File: config.mk
export PLATFORM = sky130hd
export DESIGN_NAME = bsg_nasti_req_arb
export DESIGN_NICKNAME = d
export VERILOG_FILES = /design/src/rtl/bsg_nasti_pkg.sv /design/src/rtl/bsg_nasti_req_arb_rr_pick.sv /design/src/rtl/bsg_nasti_req_arb.sv
export SDC_FILE = /design/constraint.sdc
export NUM_CORES = 1
export LEC_CHECK = 0
export ABC_AREA = 0
export CELL_PAD_IN_SITES_DETAIL_PLACEMENT = 1
export CELL_PAD_IN_SITES_GLOBAL_PLACEMENT = 2
export CORE_MARGIN = 4
export CORE_UTILIZATION = 13
export DETAILED_ROUTE_END_ITERATION = 6
export GPL_TIMING_DRIVEN = 0
export PLACE_DENSITY = 0.92
export SLEW_MARGIN = 40
export SYNTH_ARGS = -nofsm -noshare
export SYNTH_HDL_FRONTEND = slang
export SYNTH_SLANG_ARGS = --single-unit
File: constraint.sdc
create_clock -name clk_i -period 2 [get_ports clk_i]
set_clock_uncertainty 0.2 [all_clocks]
set_input_delay 0.2 -clock clk_i [delete_from_list [all_inputs] [get_ports clk_i]]
set_output_delay 0.2 -clock clk_i [all_outputs]
set_load 0.01 [all_outputs]
File: src/rtl/bsg_nasti_pkg.sv
// Shared NASTI tunnel packet views and constants for the request path.
// One tunnel word is viewed either as an address packet or as a write-data beat.
package bsg_nasti_pkg;

  localparam int bsg_nasti_burst_len_gp = 8;
  localparam int bsg_nasti_id_width_gp  = 4;

  typedef logic [47:0] bsg_tun_dmx_t;

  // The top bit is rw in the address view and last in the write-data view.
  localparam int bsg_nasti_flag_bit_gp = $bits(bsg_tun_dmx_t) - 1;

  typedef struct packed {
    logic                             rw;
    logic [bsg_nasti_id_width_gp-1:0] id;
    logic [2:0]                       size;
    logic [7:0]                       len;
    logic [31:0]                      addr;
  } bsg_nasti_sa_pkt;

  typedef struct packed {
    logic        last;
    logic [6:0]  pad;
    logic [7:0]  strb;
    logic [31:0] data;
  } bsg_nasti_sw_pkt;

  typedef enum logic {
    ARB_IDLE = 1'b0,
    ARB_LOCK = 1'b1
  } bsg_nasti_arb_state_e;

  function automatic logic pkt_is_write(input bsg_tun_dmx_t p);
    return p[bsg_nasti_flag_bit_gp];
  endfunction

  function automatic logic pkt_is_last(input bsg_tun_dmx_t p);
    return p[bsg_nasti_flag_bit_gp];
  endfunction

endpackage

File: src/rtl/bsg_nasti_req_arb_rr_pick.sv
// Combinational round-robin search: first valid requester at or after ptr_i, with wrap.
module bsg_nasti_rr_pick #(
  parameter int num_req_p = 2
) (
  input  logic [num_req_p-1:0]         valid_i,
  input  logic [$clog2(num_req_p)-1:0] ptr_i,
  output logic [$clog2(num_req_p)-1:0] winner_o,
  output logic                         v_o
);

  localparam int lg_lp = $clog2(num_req_p);

  logic [lg_lp:0]   sum;
  logic [lg_lp-1:0] idx;

  always_comb begin
    winner_o = ptr_i;
    v_o      = 1'b0;
    sum      = '0;
    idx      = '0;
    for (int i = 0; i < num_req_p; i++) begin
      sum = {1'b0, ptr_i} + (lg_lp+1)'(i);
      if (sum >= (lg_lp+1)'(num_req_p)) sum = sum - (lg_lp+1)'(num_req_p);
      idx = sum[lg_lp-1:0];
      if (!v_o && valid_i[idx]) begin
        v_o      = 1'b1;
        winner_o = idx;
      end
    end
  end

endmodule

File: src/rtl/bsg_nasti_req_arb.sv
// Round-robin arbiter onto the single NASTI tunnel request port; a write address
// locks the grant to its requester until that requester's last write beat.
module bsg_nasti_req_arb
  import bsg_nasti_pkg::*;
#(
  parameter int num_req_p   = 2,
  parameter int burst_len_p = bsg_nasti_burst_len_gp
) (
  input  logic                         clk_i,
  input  logic                         reset_n_i,
  input  logic [num_req_p-1:0]         req_valid_i,
  input  bsg_tun_dmx_t                 req_data_i [num_req_p],
  output logic [num_req_p-1:0]         req_yumi_o,
  output logic                         arb_valid_o,
  output bsg_tun_dmx_t                 arb_data_o,
  input  logic                         arb_yumi_i,
  output logic [$clog2(num_req_p)-1:0] owner_o,
  output logic                         locked_o,
  output logic                         error_o
);

  localparam int lg_req_lp  = $clog2(num_req_p);
  localparam int lg_beat_lp = $clog2(burst_len_p);
  localparam logic [lg_req_lp-1:0]  last_req_lp  = lg_req_lp'(num_req_p - 1);
  localparam logic [lg_beat_lp-1:0] last_beat_lp = lg_beat_lp'(burst_len_p - 1);

  function automatic logic [lg_req_lp-1:0] next_ptr(input logic [lg_req_lp-1:0] p);
    return (p == last_req_lp) ? '0 : p + 1'b1;
  endfunction

  bsg_nasti_arb_state_e  state_r, state_n;
  logic [lg_req_lp-1:0]  rr_ptr_r, rr_ptr_n;
  logic [lg_req_lp-1:0]  owner_r, owner_n;
  logic [lg_beat_lp-1:0] beat_cnt_r, beat_cnt_n;
  logic                  error_r, error_n;

  logic [lg_req_lp-1:0]  pick_w, sel;
  logic                  pick_v, accept;
  bsg_nasti_sa_pkt       sa;

  bsg_nasti_rr_pick #(.num_req_p(num_req_p)) pick (
    .valid_i  (req_valid_i),
    .ptr_i    (rr_ptr_r),
    .winner_o (pick_w),
    .v_o      (pick_v)
  );

  assign sel = (state_r == ARB_LOCK) ? owner_r : pick_w;

  always_comb begin
    arb_valid_o = (state_r == ARB_LOCK) ? req_valid_i[owner_r] : pick_v;
    accept      = arb_valid_o & arb_yumi_i;
    req_yumi_o  = '0;
    req_yumi_o[sel] = accept;

    // Address packets carry the requester index in the low id bits for response routing.
    sa         = bsg_nasti_sa_pkt'(req_data_i[sel]);
    arb_data_o = req_data_i[sel];
    if (state_r == ARB_IDLE) begin
      sa.id[lg_req_lp-1:0] = pick_w;
      arb_data_o           = sa;
    end
  end

  always_comb begin
    state_n    = state_r;
    rr_ptr_n   = rr_ptr_r;
    owner_n    = owner_r;
    beat_cnt_n = beat_cnt_r;
    error_n    = error_r;
    unique case (state_r)
      ARB_IDLE: if (accept) begin
        owner_n = pick_w;
        if (pkt_is_write(req_data_i[pick_w])) begin
          state_n    = ARB_LOCK;
          beat_cnt_n = '0;
        end else begin
          rr_ptr_n = next_ptr(pick_w);
        end
      end
      ARB_LOCK: if (accept) begin
        if (pkt_is_last(req_data_i[owner_r])) begin
          if (beat_cnt_r != last_beat_lp) error_n = 1'b1;
          state_n  = ARB_IDLE;
          rr_ptr_n = next_ptr(owner_r);
        end else if (beat_cnt_r == last_beat_lp) begin
          // Counter saturates; only a last beat releases the lock.
          error_n = 1'b1;
        end else begin
          beat_cnt_n = beat_cnt_r + 1'b1;
        end
      end
      default: state_n = ARB_IDLE;
    endcase
  end

  always_ff @(posedge clk_i or negedge reset_n_i) begin
    if (!reset_n_i) begin
      state_r    <= ARB_IDLE;
      rr_ptr_r   <= '0;
      owner_r    <= '0;
      beat_cnt_r <= '0;
      error_r    <= 1'b0;
    end else begin
      state_r    <= state_n;
      rr_ptr_r   <= rr_ptr_n;
      owner_r    <= owner_n;
      beat_cnt_r <= beat_cnt_n;
      error_r    <= error_n;
    end
  end

  assign owner_o  = owner_r;
  assign locked_o = (state_r == ARB_LOCK);
  assign error_o  = error_r;

endmodule
Word level (Yosys, flattened, before mapping)
Cells that the tools add are included.
{"block": "word_totals", "register_bits": 7, "input_bits": 101, "output_inout_bits": 54, "elab_cells": 92}
{"block": "classes", "add_sub_neg": 6, "magnitude_cmp": 10, "n_eq_ne": 10, "muxes": 47, "n_bitwise": 6, "n_reduce_logical": 8}
{"cell": "$mux 48", "n": 9}
{"cell": "$mux 44", "n": 1}
{"cell": "$mux 1", "n": 28}
{"cell": "$mux 3", "n": 5}
{"cell": "$ge 2x2->1 const B", "n": 4}
{"cell": "$lt 1x2->1 const B", "n": 4}
{"cell": "$ne 2x1->1 const B", "n": 4}
{"cell": "$ne 2x2->1 const B", "n": 4}
{"cell": "$reduce_and 4->1", "n": 2}
{"cell": "$not 1->2", "n": 3}
{"cell": "$pmux 3 s2", "n": 1}
{"cell": "$reduce_and 5->1", "n": 1}
{"cell": "$pmux 1 s2", "n": 2}
{"cell": "$add 3x1->3 const B", "n": 1}
{"cell": "$eq 3x3->1 const B", "n": 1}
{"cell": "$ne 3x3->1 const B", "n": 1}
{"cell": "$add 1x1->1 const B", "n": 2}
{"cell": "$add 1x1->2 const B", "n": 1}
{"cell": "$and 2x2->2", "n": 1}
{"cell": "$ge 1x2->1 const B", "n": 1}
{"cell": "$logic_and 1x1->1", "n": 2}
{"cell": "$reduce_and 2->1", "n": 1}
{"cell": "$reduce_bool 2->1", "n": 1}
{"cell": "$sub 1x1->1 const B", "n": 2}
{"cell": "other kinds (5)", "n": 5}

Depth between registers and ports, before layout
{"block": "logic_depth", "ltp_word": 15, "ltp_mapped": 6, "depth_no_buf": 6}

Cells and area by module
Synthesis repeated with hierarchy kept, for this count alone.
{"block": "unflattened", "cells_unflattened": 101, "hier_area_um2": 1034.7}
{"module": "bsg_nasti_req_arb", "instances": 1, "cells_per_inst": 98, "area_each_um2": 1013.5}
{"module": "bsg_nasti_rr_pick", "instances": 1, "cells_per_inst": 3, "area_each_um2": 21.3}

Worst setup path before layout
No wires, ideal clock.
{"block": "synth_timing", "kind": "flip-flop to output port", "from": "register rr_ptr_r", "to": "output arb_data_o[10]", "arrival_ns": 1.434, "t_required_ns": 1.600, "setup_slack_ns": 0.166, "stages_incl_launch_ff": 7, "cell_sequence": "dfrtp_1 -> inv_1 -> maj3_2 -> nor2_4 -> a21oi_4 -> buf_6 -> mux2_4"}
{"block": "synth_between", "elab_chain_len": 14, "word_cells_on_any_way": 22}
{"item": "start: declaration", "line": "bsg_nasti_req_arb.sv:32", "source": "logic [lg_req_lp-1:0] rr_ptr_r, rr_ptr_n;"}
{"item": "start signal: assignment", "line": "bsg_nasti_req_arb.sv:106", "source": "rr_ptr_r <= rr_ptr_n;"}
{"item": "$ge 1x2->1 / $sub 1x1->1 (equally long branches)", "line": "bsg_nasti_req_arb_rr_pick.sv:23", "source": "if (sum >= (lg_lp+1)'(num_req_p)) sum = sum - (lg_lp+1)'(num_req_p);"}
{"item": "$mux 1", "line": "bsg_nasti_req_arb_rr_pick.sv:23"}
{"item": "$mux 1 (implied by the code) (2 in series)", "line": "bsg_nasti_req_arb_rr_pick.sv:25", "source": "if (!v_o && valid_i[idx]) begin"}
{"item": "$mux 1", "line": "bsg_nasti_req_arb_rr_pick.sv:25"}
{"item": "$logic_not 1->1", "line": "bsg_nasti_req_arb_rr_pick.sv:25"}
{"item": "$logic_and 1x1->1", "line": "bsg_nasti_req_arb_rr_pick.sv:25"}
{"item": "$mux 1 *", "line": "bsg_nasti_req_arb_rr_pick.sv:25"}
{"item": "$mux 1 *", "line": "bsg_nasti_req_arb.sv:48", "source": "assign sel = (state_r == ARB_LOCK) ? owner_r : pick_w;"}
{"item": "$not 1->2 (implied by the code) *", "line": "bsg_nasti_req_arb.sv:57, bsg_nasti_req_arb.sv:58"}
{"item": "$mux 48 (implied by the code) * (3 in series)", "line": "bsg_nasti_req_arb.sv:57, bsg_nasti_req_arb.sv:58"}
{"item": "$mux 44 *", "line": "bsg_nasti_req_arb.sv:59", "source": "if (state_r == ARB_IDLE) begin"}
{"item": "end: declaration", "line": "bsg_nasti_req_arb.sv:15", "source": "output bsg_tun_dmx_t arb_data_o,"}
Every way passes the cells marked *; elsewhere a longest branch is shown, timed or not. The select of a mux whose other input is x is not followed.

Worst setup path in the final report
{"block": "layout_timing", "from": "register rr_ptr_r", "to": "output arb_data_o[21]"}
Same word-level chain as after synthesis.

==> results.py <==
metrics = {
    "floorplanning": {
        "io_pins": 155,
        "rows": 36,
        "die_x_um": 107,
        "fp.dieArea_mm2": 0.0115,
        "die_y_um": 107,
        "core_area_mm2": 0.00968,
        "start_util": 0.133,
    },
    "timing": {
        "fin_ws_ps": -268,
        "slew_headroom": 0.775,
        "rsz0062_at_grt": "yes",
        "drv_slew": 0,
        "fmax_mhz": 441,
        "max_slew.worst_pin.slew_ps": 336,
        "hold_viol_final": 0,
        "finalCriticalPeriod_ps": 2270,
        "period_share": 1.13,
        "setup_viol": 49,
    },
    "route": {
        "drtPass1Iterations": 4,
        "vias_per_cell": 3.75,
        "ant_nets": 0,
        "drc_errors": 0,
        "route.vias.total": 1495,
        "wl_per_cell_um": 15.1,
        "drt_iter0_drc": 23,
        "routed_wirelength_mm": 6.02,
    },
    "clocking": {
        "ctsRootBufferMaster": "clkbuf_8",
        "clock_sinks": 7,
        "clock_latency_ps": 220,
        "cts_buffers": 3,
        "tritoncts": "done",
        "hold_buffers": 0,
        "cts.path.max_buffers": 2,
        "clkTransAtPathRegs_ps": 40,
        "h-tree-depth": 1,
    },
    "layout": {
        "area_growth_pct": 141,
        "num_antenna_cells": 0,
        "drive_gt1_frac": 0.455,
        "fin_cells": 399,
        "fin_nets": 370,
        "final_util": 0.320,
    },
    "place": {
        "port_buffers": 154,
        "dpl.hpwl_mm": 5.20,
        "dp_cells": 392,
        "gp_congestion": 0.681,
    },
    "setup_path": {
        "max_stage_delay_ps": 350,
        "crit_start": "rr_ptr_r",
        "worst_ep_required_time_ps": 1600,
        "endpoint_kind": "output pin",
        "critPathArrivalTime_ps": 1870,
        "r2r_cells": 6,
        "critPathKind": "flop to output pin",
        "r2r-start": "rr_ptr_r",
        "cp_slowest_cell": "dfrtp_1",
        "r2r_slack_ps": 70,
        "path_cells": "inv_2 -> maj3_2 -> nor2_4 -> a21oi_4 -> buf_12 -> buf_12 -> mux2_4 -> buf_2",
        "crit_fanout": 10,
        "cp-start-kind": "flop",
        "timing.rr.end": "beat_cnt_r[2]",
        "path_common_cell": "buf_12",
    },
    "global_route": {
        "grt-ovfl-total": 0,
        "grt_pass1_wl_mm": 8.49,
        "grt_pass1_vias": 1609,
        "track_usage": 0.0914,
        "antenna_found_initial": 0,
        "grt_max_degree": 11,
    },
    "synth": {
        "synthCells": 105,
        "synthArstFlopShare": 1.00,
        "synth_seq_cells": 7,
        "synthFlopType": "dfrtp_1",
        "synthDistinctLibCells": 30,
        "syn_avg_cell_area_um2": 12.2,
        "syn_area_mm2": 0.00129,
        "ys_warn_count": 0,
        "syn-num-nets": 208,
        "yosysSeqAreaShare": 0.136,
        "synth_edf_count": 0,
    },
    "pwr": {
        "leakagePower_nw": 1.41,
        "p_int_mw": 2.34,
        "total_power_mw": 3.68,
        "clkPwrFrac": 0.053,
        "p_seq_frac": 0.077,
        "power.switching_mw": 1.35,
        "power_density_mw_per_mm2": 1190,
        "switching_share": 0.366,
        "ir_drop_uv": 638,
        "comb_power_share": 0.870,
    },
    "outcome": {
        "violations": "setup timing",
        "status": "finished, violations left",
    },
    "job": {
        "cap_viol_max_count": 0,
    },
    "min_path": {
        "hold_path.class": "input port to async pin",
    },
}
Yosys cell counts, types with 2 or more instances:
cell type | n | area [um2]
dfrtp_1 | 7 | 175
buf_6 | 5 | 56.3
nand2_1 | 6 | 22.5
ha_1 | 2 | 25.0
mux2i_1 | 5 | 50.1
inv_1 | 4 | 15.0
mux2_4 | 48 | 721
o21ai_0 | 2 | 10.0
and2_1 | 2 | 12.5
nand2b_1 | 3 | 18.8
nor2_1 | 2 | 7.51
sequential cells by signal, indices dropped and copies added (netlist names):
register / flops
error_o: 1
owner_o: 1
locked_o: 1
beat_cnt_r: 3
rr_ptr_r: 1
metrics by stage:
stage	instance area, um2	hold slack [ps]	worst slack (ps)	setup TNS, ps
floorplan	1290	-296	166	0
CTS	2910	54.6	-375	-14380
finish	3100	45.8	-268	-12130
detailed placement	2990	263	-863	-42160
global placement	2990	270	-845	-41200
global route	3100	65.1	-323	-14660
cells in the final DEF, fill, tap and decap left out, drive strengths merged:
master	netlist	layout
ha	2	2
o21bai	1	1
dlygate4sd2	0	4
mux2	48	48
nand2	6	6
maj3	1	1
o21ai	2	2
nand2b	3	3
and2	2	2
dfrtp	7	7
clkdlybuf4s50	0	101
o211ai	1	1
nor2	3	3
clkbuf	1	5
buf	6	58
mux2i	6	6
o31ai	1	1
a221o	1	1
a41o	1	1
a21oi	3	3
or2	1	1
a21o	1	1
nor2b	1	1
a22o	1	1
inv	5	5
a31oi	1	1
critical path, delay by kind of cell (launching register included):
kind,cells,cell delay (ps)
muxes,1,290
DFF,1,350
adders and majority gates,1,340
and+or+nand+nor,1,120
buffers and inverters,4,490
AOI/OAI and AO/OA,1,50
worst max-delay path by stage:
| stage | cells past startpoint | to |
|---|---|---|
| 6_report | 8 | arb_data_o[21] |
| 5_1_grt | 8 | arb_data_o[35] |
| 4_1_cts | 8 | arb_data_o[1] |
| 3_5_place_dp | 8 | arb_data_o[41] |
| 3_3_place_gp | 8 | arb_data_o[41] |
| 2_1_floorplan | 6 | arb_data_o[10] |
layer usage:
| layer | share of wire | track usage | up-vias |
|---|---|---|---|
| li1 | - | - | 706 |
| met1 | 0.34 | 0.0927 | 714 |
| met2 | 0.55 | 0.184 | 71 |
| met3 | 0.095 | 0.0324 | 4 |
| met4 | 0.0090 | 0.00721 | 0 |
| met5 | 0 | 0 | - |
area by class of cell:
cell class	instances	area [um2]
Tap cell	133	166
Multi-Input combinational cell	86	1030
Fill cell	1103	6590
Sequential cell	7	176
Timing Repair Buffer	157	1550
Inverter	5	18.8
Buffer	7	115
Clock buffer	4	45.0
power groups by stage:
stage | combinational [mW] | sequential [mW] | clock, mW
2_1_floorplan | 1.75 | 0.274 | 0
4_1_cts | 2.84 | 0.283 | 0.202
3_3_place_gp | 2.96 | 0.276 | 0
5_1_grt | 3.40 | 0.292 | 0.211
3_5_place_dp | 3.02 | 0.283 | 0
6_report | 3.21 | 0.284 | 0.194
timing repair:
| action | in CTS | in global routing |
|---|---|---|
| pin swaps | 2 | 2 |
| gates resized for setup | 196 | 55 |
| setup endpoints to repair | 53 | 52 |
| setup buffers | 3 | 1 |
kinds of logic (layout without fill, tap and decap cells):
| logic type | after synthesis | in the layout | share of synthesized area |
|---|---|---|---|
| mux | 54 | 54 | 0.617 |
| simple gates | 16 | 16 | 0.0662 |
| compound gates | 13 | 13 | 0.0856 |
| buf+inv | 12 | 173 | 0.0671 |
| flops | 7 | 7 | 0.136 |
| fa+ha+maj | 3 | 3 | 0.0282 |
No activity file was read; power rests on OpenSTA's default activity.
